==> config.mk <==
export PLATFORM = sky130hd
export DESIGN_NAME = rr_arbiter_n_flat
export DESIGN_NICKNAME = d
export VERILOG_FILES = /design/src/rtl/rr_arbiter_n_if.sv /design/src/rtl/rr_arbiter_n.sv /design/src/flat_wrapper.sv
export SDC_FILE = /design/constraint.sdc
export NUM_CORES = 1
export LEC_CHECK = 0
export ABC_AREA = 1
export CAP_MARGIN = 40
export CORE_MARGIN = 5
export CORE_UTILIZATION = 40
export CTS_BUF_LIST = sky130_fd_sc_hd__clkbuf_8
export CTS_CLUSTER_SIZE = 8
export DETAILED_ROUTE_END_ITERATION = 8
export GPL_ROUTABILITY_DRIVEN = 0
export PLACE_DENSITY_LB_ADDON = 0.3
export SLEW_MARGIN = 20
export SYNTH_ARGS = -nofsm -noshare
export SYNTH_HDL_FRONTEND = slang
export SYNTH_SLANG_ARGS = --single-unit
==> constraint.sdc <==
create_clock -name clk -period 1.7 [get_ports clk]
set_input_delay 0.51 -clock clk [delete_from_list [all_inputs] [get_ports clk]]
set_output_delay 0.51 -clock clk [all_outputs]
set_load 0.005 [all_outputs]
==> src/rtl/rr_arbiter_n_if.sv <==
// ---------------------------------------------------------------------------
// rr_arbiter_n_if -- request/grant bundle for the round-robin arbiter.
//
// Parameter
//   N        number of requesters
// Signals
//   rr_in    [N-1:0]   request vector, bit i = requester i wants the resource
//   rr_out   [N-1:0]   one-hot grant vector, zero when idle
//   rr_idx   [IW-1:0]  binary index of the granted requester, 0 when idle
//   rr_valid           1 while a grant is held
// Modports
//   master   requester side: drives rr_in, observes the grant
//   slave    arbiter side: observes rr_in, drives the grant
// ---------------------------------------------------------------------------
interface rr_arbiter_n_if #(
    parameter int N = 4
);
    localparam int IW = $clog2(N);

    logic [N-1:0]  rr_in;
    logic [N-1:0]  rr_out;
    logic [IW-1:0] rr_idx;
    logic          rr_valid;

    modport master (
        output rr_in,
        input  rr_out,
        input  rr_idx,
        input  rr_valid
    );

    modport slave (
        input  rr_in,
        output rr_out,
        output rr_idx,
        output rr_valid
    );
endinterface

==> src/rtl/rr_arbiter_n.sv <==
// ---------------------------------------------------------------------------
// rr_arbiter_n -- N-way round-robin arbiter with registered grant outputs.
//
// A holder keeps the grant as long as its request stays high. When the
// holder releases (or nobody holds), the next winner is the first set
// request bit found searching upward from ptr, wrapping N-1 -> 0. ptr is
// always (last winner + 1) mod N, and is left untouched while idle.
//
// Optional feature (macro RR_HOLD_LIMIT_EN): a hold counter limits a holder
// to MAX_HOLD consecutive cycles whenever another requester is waiting. A
// sole requester at the limit keeps the grant without a gap.
//
// Parameters
//   N         number of requesters (2..32)
//   MAX_HOLD  max consecutive grant cycles with the hold limit (1..255)
// Ports
//   clk       rising-edge clock
//   rst_in    synchronous active-high reset
//   bus       rr_arbiter_n_if.slave: rr_in in; rr_out/rr_idx/rr_valid out
// ---------------------------------------------------------------------------
module rr_arbiter_n #(
    parameter int N        = 4,
    parameter int MAX_HOLD = 4
) (
    input  logic            clk,
    input  logic            rst_in,
    rr_arbiter_n_if.slave   bus
);
    localparam int IW = $clog2(N);
    localparam logic [N-1:0] ONE_HOT_LSB = {{(N-1){1'b0}}, 1'b1};

    if (N < 2 || N > 32 || MAX_HOLD < 1 || MAX_HOLD > 255) begin : g_bad_param
        $error("rr_arbiter_n: parameter out of range");
    end

    // (base + off) mod N for off in 0..N-1
    function automatic logic [IW-1:0] wrap_add(input logic [IW-1:0] base, input int off);
        int sum;
        sum = int'(base) + off;
        if (sum >= N) begin
            sum = sum - N;
        end else begin
            sum = sum;
        end
        return IW'(sum);
    endfunction

    // (idx + 1) mod N, correct also for non-power-of-two N
    function automatic logic [IW-1:0] next_idx(input logic [IW-1:0] idx);
        if (idx == IW'(N - 1)) begin
            return {IW{1'b0}};
        end else begin
            return idx + IW'(1);
        end
    endfunction

    logic [N-1:0]  gnt_r;
    logic [IW-1:0] idx_r;
    logic          valid_r;
    logic [IW-1:0] ptr_r;

    logic          holder_req_s;
    logic          rotate_due_s;
    logic [N-1:0]  search_mask_s;
    logic          found_s;
    logic [IW-1:0] winner_s;

    // gnt_r is zero while idle, so this is also false when nobody holds
    assign holder_req_s = |(bus.rr_in & gnt_r);

`ifdef RR_HOLD_LIMIT_EN
    localparam int CW = $clog2(MAX_HOLD + 1);

    logic [CW-1:0] hold_cnt_r;
    logic [N-1:0]  others_s;

    assign others_s     = bus.rr_in & ~gnt_r;
    assign rotate_due_s = holder_req_s && (hold_cnt_r == CW'(MAX_HOLD)) && (|others_s);
    // a forced rotation excludes the holder from this one arbitration
    assign search_mask_s = rotate_due_s ? others_s : bus.rr_in;

    // Hold counter: consecutive cycles of the current grant, restarting at 1
    always_ff @(posedge clk) begin
        if (rst_in) begin
            hold_cnt_r <= {CW{1'b0}};
        end else if (bus.rr_in == {N{1'b0}}) begin
            hold_cnt_r <= {CW{1'b0}};
        end else if (holder_req_s && !rotate_due_s) begin
            // sole requester at the limit keeps the grant; count starts over
            if (hold_cnt_r == CW'(MAX_HOLD)) begin
                hold_cnt_r <= CW'(1);
            end else begin
                hold_cnt_r <= hold_cnt_r + CW'(1);
            end
        end else begin
            hold_cnt_r <= CW'(1);
        end
    end
`else
    assign rotate_due_s  = 1'b0;
    assign search_mask_s = bus.rr_in;
`endif

    // Priority search: first set bit upward from ptr, wrapping at N-1
    always_comb begin
        found_s  = 1'b0;
        winner_s = {IW{1'b0}};
        for (int k = 0; k < N; k++) begin
            if (!found_s && search_mask_s[wrap_add(ptr_r, k)]) begin
                found_s  = 1'b1;
                winner_s = wrap_add(ptr_r, k);
            end else begin
                found_s  = found_s;
            end
        end
    end

    // Grant and pointer registers
    always_ff @(posedge clk) begin
        if (rst_in) begin
            gnt_r   <= {N{1'b0}};
            idx_r   <= {IW{1'b0}};
            valid_r <= 1'b0;
            ptr_r   <= {IW{1'b0}};
        end else if (bus.rr_in == {N{1'b0}}) begin
            gnt_r   <= {N{1'b0}};
            idx_r   <= {IW{1'b0}};
            valid_r <= 1'b0;
        end else if (holder_req_s && !rotate_due_s) begin
            gnt_r   <= gnt_r;
            idx_r   <= idx_r;
            valid_r <= 1'b1;
        end else if (found_s) begin
            // the grant register is replaced wholesale, so old and new never overlap
            gnt_r   <= ONE_HOT_LSB << winner_s;
            idx_r   <= winner_s;
            valid_r <= 1'b1;
            ptr_r   <= next_idx(winner_s);
        end else begin
            gnt_r   <= {N{1'b0}};
            idx_r   <= {IW{1'b0}};
            valid_r <= 1'b0;
        end
    end

    assign bus.rr_out   = gnt_r;
    assign bus.rr_idx   = idx_r;
    assign bus.rr_valid = valid_r;
endmodule

==> src/flat_wrapper.sv <==
// flat-port wrapper written by rule: the top's interface ports become plain ports
module rr_arbiter_n_flat 
#(
    parameter int N        = 4,
    parameter int MAX_HOLD = 4
)
  (clk, rst_in, bus_rr_in, bus_rr_out, bus_rr_idx, bus_rr_valid);
  rr_arbiter_n_if #(.N(N)) bus_i ();
  input  logic clk;
  input  logic rst_in;
  input wire logic [$bits(bus_i.rr_in)-1:0] bus_rr_in;
  output wire logic [$bits(bus_i.rr_out)-1:0] bus_rr_out;
  output wire logic [$bits(bus_i.rr_idx)-1:0] bus_rr_idx;
  output wire logic [$bits(bus_i.rr_valid)-1:0] bus_rr_valid;
  assign bus_i.rr_in = bus_rr_in;
  assign bus_rr_out = bus_i.rr_out;
  assign bus_rr_idx = bus_i.rr_idx;
  assign bus_rr_valid = bus_i.rr_valid;
  rr_arbiter_n #(.N(N), .MAX_HOLD(MAX_HOLD)) u_core (.clk(clk), .rst_in(rst_in), .bus(bus_i));
endmodule
==> flow_summary_export.csv <==
group,metric,value,unit
outcome,status,"finished, violations left",
outcome,violations,"negative setup slack",
yosys,synth_area,730.7,µm²
clock_network,clkSlewWorstSetupHoldPaths,0.05,ns
routing,dr_total_vias,737,
clock_network,clk_path_buf_depth,2,
yosys,netlist_instances,98,
global_routing,grt_max_degree,9,
clock_network,insertion_delay,0.24,ns
final_layout,fin_nets,147,
setup_path,start_kind,"register",
sta,maxSlewViolCount,0,
setup_path,cp_top_family,"simple AND/OR/NAND/NOR gates",
sta,fmax,572.8,MHz
setup_path,rr_startpoint,"u_core.ptr_r[0]",
yosys,synth.area.top_cells,"dfxtp_1 25%, nand2_1 12%, nand2_2 10%",
setup_path,slowest_stage,"dfxtp_2",
die,fp-row-count,15,
setup_path,crit_required,1.84,ns
final_layout,num-fill-cells,167,
power,leakagePower,0.5542,nW
placement,io_buffers,12,
clock_network,clockRootBuffer,"clkbuf_8",
routing,dr.pass1.iters,4,
sta,rsz0062_at_grt,"yes",
sta,finalHoldViolCount,0,
power,peakVddDrop,1.126,mV
sta,fin_skew,0.008102,ns
routing,route.detailed.wl_per_inst,12.06,µm
setup_path,worstSetupPathType,"reg2reg",
routing,final_antenna_net_count,0,
die,dieArea,2782,µm²
setup_path,cp.arrival,1.89,ns
final_layout,num_antenna_cells,0,
sta,timing.final.ws_setup,-0.04596,ns
yosys,ys_seq_area_frac,0.2466,
yosys,syn_nets,108,
yosys,yosysTopAreaCell,"dfxtp_1",
final_layout,syn_to_final_growth,57.36,%
setup_path,critPathMaxStageDelay,0.32,ns
global_routing,grt_overflow,0,
final_layout,post_route_cells_drive_above_1_share,0.5882,
yosys,yosysUniqueCellTypes,22,
yosys,ys_seq_elements,9,
setup_path,critPathCapture,"u_core.ptr_r[1]",
sta,worst_pin_slew,0.2571,ns
setup_path,crit_buf_inv,4,
setup_path,r2r_cells,14,
clock_network,cts_tree,"done",
die,fp.dieW,52.74,µm
final_layout,multiInputGateArea,550.5,µm²
global_routing,grt_pass1_wl,3.456,mm
setup_path,cp.depth,14,
power,power_density,2031,nW/µm²
sta,max_slew_margin,0.8273,
clock_network,h-tree-depth,1,
setup_path,crit_fanout,8,
routing,vias_per_cell,4.578,
yosys,yosys.area.top_type_share,0.2466,
final_layout,seqCellArea,185.2,µm²
yosys,yosysWarnings,0,
setup_path,crit_chain,"buf_6, inv_8, nand2_4, nand3_2, inv_2, nor2_4, nor2_4, nor2_2, o21ai_2, nand2_2, inv_2, ha_4, nor2_1, a211oi_1",
setup_path,end_kind,"register",
sta,setup_viol,3,
setup_path,reg2reg_to,"u_core.ptr_r[1]",
die,start_util,0.4232,
placement,hpwl,1.520,mm
sta,post-route-period-util,1.027,
die,core,1727,µm²
clock_network,numCtsBuffers,3,
final_layout,post-route-util,0.6659,
die,io_pins,13,
routing,routed_wl,1.941,mm
yosys,synth-async-reset-ratio,0,
yosys,syn_avg_cell_area,7.456,µm²
routing,first_iter_violations,9,
clock_network,cts.sinks,9,
min_path,hold_path.class,"reg2reg",
global_routing,antenna_found_initial,0,
routing,drc_errors,0,
global_routing,track_usage,0.1735,
placement,numPlacedInstances,153,
yosys,synth_flop_cell,"dfxtp_1",
sta,finalCriticalPeriod,1.746,ns
setup_path,r2r_setup_slack,-0.05,ns
final_layout,instances_no_fill,161,
die,chipHeight,52.74,µm
run,maxCapViolations,0,
yosys,synth_edf_count,0,
global_routing,grt_pass1_vias,796,
setup_path,cp-startpoint,"u_core.ptr_r[0]",
## synthesized netlist by cell type (2+ instances only)
cell,n
a21oi_1,5
a21oi_2,2
a22o_1,2
dfxtp_1,9
ha_1,4
inv_1,9
inv_2,4
nand2_1,24
nand2_2,12
nand2_4,4
nand3_1,4
nand3_2,3
nor2_1,2
nor2_2,3
nor2_4,3
o21ai_2,2
## per-stage QoR
| stage | TNS (ns) | hold slack, ns | instance area [µm²] | setup slack (ns) | power (mW) |
|---|---|---|---|---|---|
| after floorplan | -0.01062 | 0.4722 | 740.7 | -0.01062 | 1.281 |
| after global placement | -4.327 | 0.4649 | 1023 | -0.6358 | 1.810 |
| after detailed placement | -4.558 | 0.4693 | 1023 | -0.6655 | 1.837 |
| after CTS | -0.06098 | 0.4789 | 1147 | -0.05693 | 2.342 |
| after global routing | -0.5617 | 0.5009 | 1150 | -0.1957 | 2.557 |
| final | -0.04757 | 0.4789 | 1150 | -0.04596 | 2.335 |
## per-layer routing
layer / wire [µm] / global-route usage / vias up / part of all wire
met5: 0 / 0 / - / 0
met4: 8 / 0.03830 / 0 / 0.0041
met3: 76 / 0.06268 / 2 / 0.039
met2: 1023 / 0.3037 / 10 / 0.53
met1: 832 / 0.1990 / 340 / 0.43
li1: - / - / 385 / -
## power by group
group          switching [mW]  internal, mW
clock                  0.0886         0.160
sequential             0.0581         0.297
combinational           0.902         0.829
## state kept, by name (all words and copies together), names as in the netlist
register             cells
u_core.bus.rr_out        4
u_core.bus.rr_idx        2
u_core.bus.rr_valid      1
u_core.ptr_r             2
## area by class of cell
| class | instances | area share |
|---|---|---|
| repair buffers | 35 | 0.2405 |
| clock inverters | 1 | 0.004353 |
| multi-input cells | 74 | 0.4788 |
| well taps | 25 | 0.02720 |
| clock buffers | 3 | 0.03591 |
| flip-flops and latches | 9 | 0.1610 |
| inverters | 14 | 0.05223 |
## worst register-to-register path, stage by stage, from the launching register on
cell	delay, ns
dfxtp_2	0.32
buf_6	0.13
inv_8	0.09
nand2_4	0.07
nand3_2	0.07
inv_2	0.05
nor2_4	0.12
nor2_4	0.06
nor2_2	0.11
o21ai_2	0.07
nand2_2	0.08
inv_2	0.05
ha_4	0.25
nor2_1	0.04
a211oi_1	0.15
## worst min path at each step
stage               slack [ns]  depth (start not counted)                   end            startpoint
floorplan                 0.47                          2  u_core.bus.rr_idx[1]  u_core.bus.rr_idx[1]
global placement          0.46                          2  u_core.bus.rr_idx[1]  u_core.bus.rr_idx[1]
detailed placement        0.47                          2  u_core.bus.rr_idx[1]  u_core.bus.rr_idx[1]
CTS                       0.48                          2  u_core.bus.rr_idx[1]  u_core.bus.rr_idx[1]
global route              0.50                          2  u_core.bus.rr_out[3]  u_core.bus.rr_out[3]
finish                    0.48                          2  u_core.bus.rr_idx[1]  u_core.bus.rr_idx[1]
## cells in the final DEF, fill, tap and decap left out
cell and n:
clkbuf_8 3, a211oi_1 1, nor4_4 1, nand3_4 1
nor2_2 3, a21oi_1 5, o21ai_2 1, inv_8 1
clkdlybuf4s50_1 8, buf_2 4, a21oi_2 2, nand3_2 4
buf_4 22, nand2_1 20, nand2_4 7, nand3_1 2
nor2_4 3, o21ai_0 1, nor2_1 2, inv_1 4
clkinv_2 1, nand4_1 1, dfxtp_2 1, o21ai_4 1
ha_1 3, buf_6 1, inv_2 9, a22o_1 2
ha_4 1, dfxtp_4 1, dfxtp_1 7, nand2_2 13
## what timing repair did
item / CTS / global route
setup endpoints to repair: 9 / 5
hold buffers: 0 / 0
resized for setup: 34 / 1
pin swaps: 15 / 2
setup buffers: 4 / 0
hold endpoints to repair: 0 / 0
## kinds of logic (layout without fill, tap and decap cells)
group,count (synthesis),in the layout,synth area share
buffers and inverters,15,53,0.09759
AND/OR/NAND/NOR,57,57,0.4640
AO/OA/AOI/OAI,13,13,0.1233
flip-flops,9,9,0.2466
adder cells (fa/ha/maj),4,4,0.06850
Power figures use the tool's default switching activity.
